## src/rtl/sng_fsm_mux_param.sv

```systemverilog
// Stochastic number generator: N W-bit operands become N unipolar bitstreams of
// length 2^W via FSM/MUX low-discrepancy bit selection, with handshake and repeat.
module sng_fsm_mux_param #(
  parameter int unsigned W = 4,
  parameter int unsigned N = 4
) (
  input  logic         i_clk_sng,
  input  logic         i_rst_n_sng,
  input  logic         i_start_sng,
  input  logic         i_stop_sng,
  input  logic         i_repeat_sng,
  input  logic [W-1:0] i_x_bn [N-1:0],
  output logic         o_ready_sng,
  output logic         o_isgen,
  output logic [N-1:0] o_sn_bit,
  output logic         o_last_sng,
  output logic         o_done_sng
);

  localparam int unsigned SW = $clog2(W);

  typedef enum logic {IDLE, GEN} state_t;

  state_t         state, state_n;
  logic [W-1:0]   k, k_n;
  logic [W-1:0]   x_q [N-1:0];
  logic           done_q, done_n;
  logic           load;
  logic           last;
  logic           acc;
  logic [W-1:0]   kp1;
  logic [SW-1:0]  sel;
  logic           found;

  assign last        = (state == GEN) && (k == '1);
  assign o_isgen     = (state == GEN);
  assign o_ready_sng = (state == IDLE) || last;
  assign o_last_sng  = last;
  assign o_done_sng  = done_q;
  assign acc         = i_start_sng && o_ready_sng && !i_stop_sng;
  assign kp1         = k + W'(1);

  always_ff @(posedge i_clk_sng or negedge i_rst_n_sng) begin
    if (!i_rst_n_sng) begin
      state  <= IDLE;
      k      <= '0;
      done_q <= 1'b0;
      for (int unsigned c = 0; c < N; c++) x_q[c] <= '0;
    end else begin
      state  <= state_n;
      k      <= k_n;
      done_q <= done_n;
      if (load) begin
        for (int unsigned c = 0; c < N; c++) x_q[c] <= i_x_bn[c];
      end
    end
  end

  always_comb begin
    state_n = state;
    k_n     = k;
    load    = 1'b0;
    done_n  = 1'b0;
    case (state)
      IDLE: begin
        if (acc) begin
          state_n = GEN;
          k_n     = '0;
          load    = 1'b1;
        end
      end
      GEN: begin
        if (i_stop_sng) begin
          state_n = IDLE;
          k_n     = '0;
        end else if (!last) begin
          k_n = kp1;
        end else if (acc) begin
          k_n  = '0;
          load = 1'b1;
        end else if (i_repeat_sng) begin
          k_n = '0;
        end else begin
          state_n = IDLE;
          k_n     = '0;
          done_n  = 1'b1;
        end
      end
      default: state_n = IDLE;
    endcase
  end

  // sel = W-1-ctz(k+1): the lowest set bit of k+1 picks the operand bit
  always_comb begin
    sel   = '0;
    found = 1'b0;
    for (int unsigned i = 0; i < W; i++) begin
      if (!found && kp1[i]) begin
        sel   = SW'(W - 1 - i);
        found = 1'b1;
      end
    end
  end

  always_comb begin
    o_sn_bit = '0;
    if ((state == GEN) && !last) begin
      for (int unsigned c = 0; c < N; c++) o_sn_bit[c] = x_q[c][sel];
    end
  end

endmodule

```

## config.mk

```make
export PLATFORM = sky130hd
export DESIGN_NAME = sng_fsm_mux_param
export DESIGN_NICKNAME = d
export VERILOG_FILES = /design/src/rtl/sng_fsm_mux_param.sv
export SDC_FILE = /design/constraint.sdc
export NUM_CORES = 1
export LEC_CHECK = 0
export ABC_AREA = 1
export CAP_MARGIN = 20
export CORE_MARGIN = 2
export CORE_UTILIZATION = 44
export DETAILED_ROUTE_END_ITERATION = 10
export PLACE_DENSITY = 0.82
export SLEW_MARGIN = 20
export SYNTH_ARGS = -nofsm -noshare
export SYNTH_HDL_FRONTEND = slang
export SYNTH_SLANG_ARGS = --single-unit
```

## constraint.sdc

```tcl
create_clock -name i_clk_sng -period 1.6 [get_ports i_clk_sng]
set_input_delay 0.32 -clock i_clk_sng [delete_from_list [all_inputs] [get_ports i_clk_sng]]
set_output_delay 0.32 -clock i_clk_sng [all_outputs]
set_load 0.03 [all_outputs]
```

==> reports/qor.csv, run 1 <==
stage;metric;value;unit
route;Avg WL per Cell;19.3;µm
route;Via-to-Cell Ratio;5.71;
sta;Slew HR;79.1;%
power_and_ir_drop;switching share of power;42.4;%
global_routing;first-pass GRT wire length;5.72;mm
floorplanning;Die Y;56.5;µm
floorplanning;core area;0.00269;mm²
cells_and_area;Layout Cells excl Fill;214;
sta;final setup margin;-633;ps
floorplanning;Starting Density;45.2;%
sta;total negative setup slack;-6480;ps
clock_network;CTS tree;yes;
power_and_ir_drop;pwr dens;1370;mW/mm²
placed_design;Placed Area;0.00170;mm²
cells_and_area;layout cell share with drive strength beyond 1;53.0;%
worst_setup_path;worst-path fanout max;5;
power_and_ir_drop;Clock Power Share;15.1;%
floorplanning;die width;56.5;µm
clock_network;CTS buffer count;3;
run;Max-Cap Viols;0;
sta;actual slew at the worst max-slew pin;313;ps
placed_design;Final Wtd Congestion;0.817;
worst_setup_path;worst endpoint required time;1280;ps
outcome;failing checks;setup timing;
worst_setup_path;crit-path max cell delay;480;ps
clock_network;CTS H-Tree Depth;1;
clock_network;clk_lat worst skew;320;ps
global_routing;initial antenna violation count;0;
clock_network;Clock Path Buffers;2;
global_routing;largest net degree at the start of global routing;23;
sta;maximum clock rate;448;MHz
logic_synthesis;Gate Count Post-Synth;130;
cells_and_area;diode count;0;
logic_synthesis;Synth Warn #;0;
power_and_ir_drop;static leakage;0.943;nW
sta;Tmin final;2230;ps
cells_and_area;nets@finish;208;
cells_and_area;Syn-to-layout area delta;73.4;%
sta;final setup fails;24;
sta;RSZ-0062 raised after global routing;true;
worst_setup_path;delay-heaviest family, CP;simple AND/OR/NAND/NOR gates;
route;via count;1223;
floorplanning;IO Count;29;
clock_network;CTS sink cnt;22;
sta;smallest hold slack;327;ps
sta;Max Clock Skew;23.4;ps
logic_synthesis;Unique masters post-synth;22;
clock_network;Clk pin slew, worst setup/hold paths;150;ps
logic_synthesis;top_reg_cell synth;dfrtp_1;
worst_setup_path;worst path arrival time;1910;ps
global_routing;vias in the first global route;1185;
placed_design;port buffer count;28;
sta;final hold vios;0;
cells_and_area;Core Util, Final;78.4;%
cells_and_area;Finished Cell Area;0.00211;mm²
power_and_ir_drop;internal power;1.66;mW
min_path;Tightest Hold Check Type;in -> async;
cells_and_area;most frequent cells in the layout;clkdlybuf4s50_1, dfrtp_1, inv_1;
worst_setup_path;CP startpoint kind;flop;
logic_synthesis;asr flop ratio synth;100;%
placed_design;placed instance count;201;
worst_setup_path;Buf+Inv Stages, Crit Path;2;
outcome;outcome;complete, but fails checks;
logic_synthesis;Post-synth EDFFs;0;
global_routing;GRT Util Overall;23.5;%
worst_setup_path;Worst Setup Path Type;reg -> out;
global_routing;GRT overflow;0;
clock_network;CTS root buf;clkbuf_4;
power_and_ir_drop;switching pwr;1.22;mW
power_and_ir_drop;Flop pwr share;28.7;%
logic_synthesis;syn_area_per_cell;9.35;µm²
route;DRT iter0 DRCs;58;
power_and_ir_drop;Peak VDD IR;1.06;mV
sta;period utilisation layout;140;%
floorplanning;die area;0.00320;mm²
logic_synthesis;Syn Nets;154;
clock_network;Post-CTS Hold Fix Bufs;0;
logic_synthesis;Post-Syn Area;0.00121;mm²
worst_setup_path;endpoint type of the worst setup path;output port;
route;Initial DRT Pass Iterations;4;
placed_design;Post-Place Worst Slack;-260;ps
power_and_ir_drop;Tot Pwr;2.88;mW
logic_synthesis;synthesized flop and latch total;22;
route;# DRC;0;
route;overall routed net length;4.14;mm
placed_design;DP HPWL;2.19;mm
logic_synthesis;post-synthesis sequential area ratio;45.3;%
sta;Slew Limit Fails;0;
floorplanning;row count;19;
power_and_ir_drop;combinational share of power;56.1;%
worst_setup_path;Crit-path slowest cell;dfrtp_2;
route;number of routed nets with antenna violations;0;
worst_setup_path;critical path, cell by cell;inv_2, ha_2, nor2_4, nand2_4, nand3b_1, nand3_4, a21oi_4, buf_6;
power groups by stage:
stage | Sequential, mW | Combinational (mW) | Clock [mW]
finish | 0.828 | 1.62 | 0.436
global route | 0.838 | 1.69 | 0.459
CTS | 0.820 | 1.39 | 0.437
detailed placement | 0.819 | 1.14 | 0
global placement | 0.808 | 1.10 | 0
floorplan | 0.812 | 0.777 | 0
logic make-up (layout without fill, tap and decap cells):
| family | Yosys count | in the layout | share of synthesized area [%] |
|---|---|---|---|
| buffers and inverters | 21 | 72 | 8.03 |
| muxes | 4 | 4 | 4.94 |
| DFF | 22 | 22 | 45.3 |
| xor gates and xnor gates | 1 | 1 | 0.721 |
| and+or+nand+nor | 58 | 60 | 26.2 |
| adders and majority gates | 3 | 3 | 3.09 |
| AOI/OAI and AO/OA | 21 | 21 | 11.7 |
cell type report:
class | instances | area [µm²]
tap | 31 | 38.8
timing repair buffer | 49 | 512
multi-input combinational | 89 | 877
inverter | 19 | 73.8
clock inverter | 1 | 30.0
clock buffer | 3 | 22.5
sequential | 22 | 553
fill | 152 | 579
Yosys cell counts, types with 2 or more instances:
cell	count	area [µm²]
a21oi_2	8	70.1
mux2_4	4	60.1
nor2_2	4	25.0
a21oi_1	9	45.0
nand3b_1	4	30.0
ha_1	3	37.5
nand3_1	13	65.1
o22ai_1	2	12.5
nand2_4	2	22.5
o31ai_1	2	15.0
inv_1	18	67.6
dfrtp_1	22	551
nand2_1	18	67.6
nor2_1	13	48.8
per-layer routing:
| metal | up-vias | GRT usage (%) | share of wire [%] |
|---|---|---|---|
| li1 | 537 | - | - |
| met1 | 601 | 30.0 | 39 |
| met2 | 69 | 40.9 | 50 |
| met3 | 16 | 3.46 | 8.1 |
| met4 | 0 | 7.48 | 3.5 |
| met5 | - | 0 | 0 |
flip-flops by register name, summed over array words and instances, names as in the netlist:
signal      cells
k               4
o_done_sng      1
o_isgen         1
x_q            16
worst paths after layout:
kind	start	end	slack, ps	cells after the start
min in group i_clk_sng	x_q[4]	x_q[4]	540	1
min reg2reg	x_q[4]	x_q[4]	540	1
max in group asynchronous	i_rst_n_sng	k[0]	1010	2
max reg2reg	k[1]	x_q[4]	-250	8
max	k[1]	o_sn_bit[2]	-630	8
min	i_rst_n_sng	x_q[5]	330	2
timing repair:
| action | 4_1_cts | 5_1_grt |
|---|---|---|
| resized for setup | 39 | 25 |
| pin swaps | 9 | 11 |
| setup endpoints to repair | 14 | 25 |
| setup buffers | 3 | 3 |
| gates cloned | 3 | 1 |
Note: power is estimated with default switching activity, not from simulation.
==> run 2, diff against run 1 <==
Settings changed: CORE_MARGIN 2 to default, SLEW_MARGIN 20 to default.
==> run 2 against run 1 <==
Against the previous run:
- the run still ends with setup timing left
- final cell count decreased by 0.47%
- via count decreased by 5.8%
- critical path depth unchanged
- sequential cell count unchanged
- largest cell class unchanged
- largest power group unchanged
- highest routed layer unchanged
==> reports/qor.csv, run 2 (synthesized netlist as in run 1, its figures left out) <==
stage;metric;value;unit
placed_design;Final Wtd Congestion;0.833;
placed_design;DP HPWL;2.17;mm
sta;final setup margin;-627;ps
sta;final setup fails;24;
floorplanning;Starting Density;47.7;%
worst_setup_path;worst path arrival time;1910;ps
run;Max-Cap Viols;0;
floorplanning;die area;0.00298;mm²
cells_and_area;nets@finish;208;
route;overall routed net length;3.60;mm
sta;period utilisation layout;139;%
cells_and_area;Regs by FF count;x_q (16), k (4);
sta;Tmin final;2230;ps
cells_and_area;Core Util, Final;78.8;%
sta;total negative setup slack;-5970;ps
outcome;failing checks;setup timing;
sta;RSZ-0062 raised after global routing;true;
power_and_ir_drop;static leakage;0.904;nW
cells_and_area;diode count;0;
clock_network;CTS sink cnt;22;
floorplanning;die width;54.5;µm
clock_network;CTS H-Tree Depth;1;
clock_network;Post-CTS Hold Fix Bufs;0;
clock_network;Clk pin slew, worst setup/hold paths;130;ps
sta;final hold vios;0;
global_routing;GRT overflow;0;
route;via count;1152;
sta;actual slew at the worst max-slew pin;368;ps
cells_and_area;layout cell share with drive strength beyond 1;51.4;%
clock_network;clk_lat worst skew;310;ps
sta;smallest hold slack;343;ps
cells_and_area;Largest register FFs;16;
global_routing;first-pass GRT wire length;4.79;mm
floorplanning;IO Count;29;
cells_and_area;Syn-to-layout area delta;65.1;%
route;Via-to-Cell Ratio;5.41;
sta;maximum clock rate;449;MHz
clock_network;CTS tree;yes;
sta;Max Clock Skew;8.09;ps
sta;Slew Limit Fails;0;
floorplanning;Die Y;54.5;µm
power_and_ir_drop;pwr dens;1330;mW/mm²
route;Avg WL per Cell;16.9;µm
worst_setup_path;worst-path fanout max;4;
power_and_ir_drop;Peak VDD IR;0.846;mV
global_routing;GRT Util Overall;23.8;%
placed_design;Placed Area;0.00170;mm²
worst_setup_path;worst endpoint required time;1280;ps
cells_and_area;most frequent cells in the layout;clkdlybuf4s50_1, dfrtp_1, inv_1;
clock_network;CTS root buf;clkbuf_4;
global_routing;vias in the first global route;1016;
clock_network;CTS buffer count;3;
min_path;Tightest Hold Check Type;in -> async;
global_routing;largest net degree at the start of global routing;23;
cells_and_area;Reg area;553;µm²
worst_setup_path;endpoint type of the worst setup path;output port;
global_routing;initial antenna violation count;0;
floorplanning;row count;18;
worst_setup_path;CP startpoint kind;flop;
cells_and_area;most flop-heavy register;x_q;
cells_and_area;Multi-input gate area;817;µm²
route;# DRC;0;
worst_setup_path;Worst Setup Path Type;reg -> out;
cells_and_area;Filler Cell Count;144;
sta;Slew HR;75.4;%
route;DRT iter0 DRCs;25;
placed_design;port buffer count;28;
cells_and_area;Finished Cell Area;0.00201;mm²
outcome;outcome;complete, but fails checks;
route;number of routed nets with antenna violations;0;
floorplanning;core area;0.00254;mm²
route;Initial DRT Pass Iterations;4;
clock_network;Clock Path Buffers;2;
## run 2: cell types whose count changed in the layout (fill, tap and decap cells not counted), moves of 2 or more
cell / before / now
o31ai_4: 2 / 0
o31ai_2: 0 / 2
nand2_4: 6 / 4
buf_4: 13 / 15
nor2_4: 7 / 3
nor2_2: 6 / 9
## run 2: stage by stage
stage / instances / setup WS, ps / total power, mW
after global placement: 201 / -175 / 1.92
after global routing: 213 / -668 / 2.79
final: 213 / -627 / 2.68
after detailed placement: 201 / -273 / 1.97
after CTS: 209 / -561 / 2.49
after floorplan: 130 / -78.6 / 1.59
## run 2: cell type report
type | instances | share of cell area, %
clock buffer | 4 | 1.81
inverter | 19 | 3.68
multi-input combinational | 89 | 40.7
sequential | 22 | 27.6
tap | 30 | 1.87
timing repair buffer | 49 | 24.3
## run 2: power by group
group | switching, mW | leakage, nW | internal [mW]
clock network | 0.176 | 0.0210 | 0.139
registers | 0.104 | 0.254 | 0.718
logic | 0.866 | 0.629 | 0.674
## run 2: worst paths after layout
check | start | end | slack, ps | cells past startpoint
min | i_rst_n_sng | x_q[12] | 340 | 2
max | k[1] | o_sn_bit[2] | -630 | 8
min in group i_clk_sng | x_q[4] | x_q[4] | 540 | 1
min reg2reg | x_q[4] | x_q[4] | 540 | 1
max reg2reg | k[0] | x_q[12] | -210 | 8
max in group asynchronous | i_rst_n_sng | k[0] | 1020 | 2
## run 2: worst max-delay path: stages (launching register included)
cell	delay, ps
dfrtp_2	470
buf_4	150
ha_4	170
nand2_2	120
nand2_4	100
nand3_1	110
nand3_2	120
a21oi_4	190
buf_6	150
## run 2: repair_timing
item	4_1_cts	5_1_grt
pin swaps	7	7
gates resized for setup	37	12
buffers inserted	3	2
cloned	1	2
setup endpoints to repair	9	25
## run 2: metal layers
layer	vias up	wire length, µm	track usage [%]
met5	-	0	0
met4	0	105	10.7
met3	11	128	4.44
met2	34	1810	40.4
met1	575	1550	29.0
li1	532	-	-
==> run 3, diff against run 2 <==
Settings changed: CELL_PAD_IN_SITES_DETAIL_PLACEMENT from default to 1, CELL_PAD_IN_SITES_GLOBAL_PLACEMENT from default to 2, CORE_UTILIZATION 44 to 26, PLACE_DENSITY 0.82 to 0.8.
==> run 3 against run 2 <==
Against the previous run:
- routed wire length is 15% higher
- power up 4.0%
- utilization is 30 points lower
- clock power grew 18%
- sequential power hardly changed
- global-route usage decreased by 8.2 points
- the run still ends with setup timing left
- combinational power grew 3%
- critical path type unchanged
- via count rose by 1.7%
- cell area up 6.9%
==> reports/qor.csv, run 3 (synthesized netlist as in run 1, its figures left out) <==
stage;metric;value;unit
route;overall routed net length;4.12;mm
clock_network;Clk pin slew, worst setup/hold paths;90;ps
sta;final hold vios;0;
floorplanning;Starting Density;27.5;%
outcome;failing checks;setup timing;
global_routing;first-pass GRT wire length;6.13;mm
worst_setup_path;worst-path fanout max;5;
cells_and_area;most frequent cells in the layout;clkdlybuf4s50_1, dfrtp_1, buf_4;
clock_network;CTS root buf;clkbuf_8;
placed_design;DP HPWL;2.41;mm
power_and_ir_drop;switching pwr;1.17;mW
global_routing;GRT overflow;0;
floorplanning;die width;70.4;µm
sta;maximum clock rate;469;MHz
worst_setup_path;endpoint type of the worst setup path;output port;
sta;final setup margin;-532;ps
route;number of routed nets with antenna violations;0;
placed_design;Final Wtd Congestion;0.732;
floorplanning;die area;0.00495;mm²
worst_setup_path;worst endpoint required time;1280;ps
sta;Tmin final;2130;ps
power_and_ir_drop;static leakage;0.970;nW
sta;final setup fails;24;
global_routing;largest net degree at the start of global routing;23;
floorplanning;core area;0.00441;mm²
floorplanning;row count;24;
cells_and_area;diode count;0;
power_and_ir_drop;pwr dens;1300;mW/mm²
cells_and_area;most flop-heavy register;x_q;
cells_and_area;Core Util, Final;48.6;%
clock_network;CTS tree;yes;
floorplanning;Die Y;70.4;µm
route;Avg WL per Cell;17.0;µm
worst_setup_path;Crit-path slowest cell;dfrtp_2;
run;Max-Cap Viols;0;
power_and_ir_drop;Peak VDD IR;0.482;mV
global_routing;vias in the first global route;1263;
sta;RSZ-0062 raised after global routing;true;
sta;total negative setup slack;-6390;ps
cells_and_area;layout cell share with drive strength beyond 1;51.6;%
min_path;Tightest Hold Check Type;in -> async;
clock_network;CTS H-Tree Depth;1;
power_and_ir_drop;switching share of power;42.0;%
route;Initial DRT Pass Iterations;4;
power_and_ir_drop;Clock Power Share;13.4;%
floorplanning;IO Count;29;
worst_setup_path;delay-heaviest family, CP;simple AND/OR/NAND/NOR gates;
global_routing;initial antenna violation count;0;
cells_and_area;Largest register FFs;16;
power_and_ir_drop;Flop pwr share;29.5;%
route;# DRC;0;
global_routing;GRT Util Overall;15.7;%
worst_setup_path;worst path arrival time;1810;ps
sta;actual slew at the worst max-slew pin;335;ps
worst_setup_path;crit-path max cell delay;480;ps
worst_setup_path;critical path, cell by cell;ha_2, nor2_4, nand2_4, nand3b_1, nand3_4, a21oi_4, buf_6;
sta;Slew HR;77.6;%
route;DRT iter0 DRCs;70;
worst_setup_path;Reg2Reg Setup Slack;-300;ps
route;Via-to-Cell Ratio;4.84;
worst_setup_path;Buf+Inv Stages, Crit Path;1;
cells_and_area;Filler Cell Count;482;
power_and_ir_drop;internal power;1.61;mW
clock_network;Clock Path Buffers;2;
cells_and_area;nets@finish;215;
sta;period utilisation layout;133;%
clock_network;CTS buffer count;3;
cells_and_area;Regs by FF count;x_q (16), k (4);
route;via count;1172;
clock_network;CTS sink cnt;22;
worst_setup_path;Worst Setup Path Type;reg -> out;
placed_design;port buffer count;28;
worst_setup_path;CP startpoint kind;flop;
sta;Slew Limit Fails;0;
clock_network;clk_lat worst skew;270;ps
cells_and_area;Syn-to-layout area delta;76.4;%
power_and_ir_drop;combinational share of power;57.2;%
outcome;outcome;complete, but fails checks;
sta;Max Clock Skew;8.47;ps
[run 3: cell types whose count changed in the layout (fill, tap and decap cells not counted), moves of 2 or more]
cell | previous run | this run
buf_4 | 15 | 19
buf_6 | 10 | 12
clkbuf_4 | 3 | 0
clkbuf_8 | 1 | 3
nand2_1 | 7 | 9
nand2_2 | 8 | 5
nor2_2 | 9 | 4
nor2_4 | 3 | 8
[run 3: routing by layer]
layer | GRT usage (%) | vias up | wire, µm
li1 | - | 548 | -
met1 | 19.4 | 580 | 1640
met2 | 27.3 | 38 | 2180
met3 | 3.46 | 6 | 225
met4 | 4.00 | 0 | 68
met5 | 0 | - | 0
[run 3: through the flow]
| stage | hold slack [ps] | setup WS (ps) | power [mW] | instance area, µm² | std cells |
|---|---|---|---|---|---|
| global route | 419 | -603 | 2.95 | 2140 | 242 |
| detailed placement | 504 | -283 | 1.98 | 1730 | 223 |
| CTS | 418 | -499 | 2.55 | 1950 | 233 |
| floorplan | 24.4 | -78.6 | 1.59 | 1300 | 130 |
| global placement | 497 | -233 | 1.95 | 1730 | 223 |
| finish | 403 | -532 | 2.78 | 2140 | 242 |
[run 3: worst register-to-register path, stage by stage, from the launching register on]
cell	delay [ps]
dfrtp_2	480
ha_4	210
buf_4	140
buf_4	130
nand3_4	80
nand2_8	110
buf_6	130
buf_6	110
nand2_8	80
mux2_4	300
[run 3: cell type report]
cell class	count	area, µm²	share of cell area (%)
Clock buffer	4	45.0	2.10
Timing Repair Buffer	55	544	25.4
Tap cell	52	65.1	3.04
Multi-Input combinational cell	90	862	40.2
Sequential cell	22	553	25.8
Inverter	19	73.8	3.44
[run 3: timing repair]
item,in CTS,in global routing
buffers inserted,5,6
endpoints found under the setup margin,20,26
gates cloned,1,3
gates resized for setup,33,23
pin swaps,10,6
hold buffers,0,0
[run 3: power groups by stage]
stage / Combinational (mW) / Clock [mW] / Sequential [mW]
final: 1.59 / 0.372 / 0.820
after global routing: 1.70 / 0.412 / 0.839
after CTS: 1.35 / 0.379 / 0.821
after detailed placement: 1.16 / 0 / 0.821
after global placement: 1.14 / 0 / 0.809
after floorplan: 0.777 / 0 / 0.812
[run 3: worst paths after layout]
kind / startpoint / endpoint / depth (start not counted)
max: k[0] / o_sn_bit[1] / 7
min in group i_clk_sng: x_q[12] / x_q[12] / 1
min reg2reg: x_q[12] / x_q[12] / 1
max in group asynchronous: i_rst_n_sng / k[0] / 2
min: i_rst_n_sng / x_q[15] / 2
max reg2reg: k[0] / x_q[4] / 9
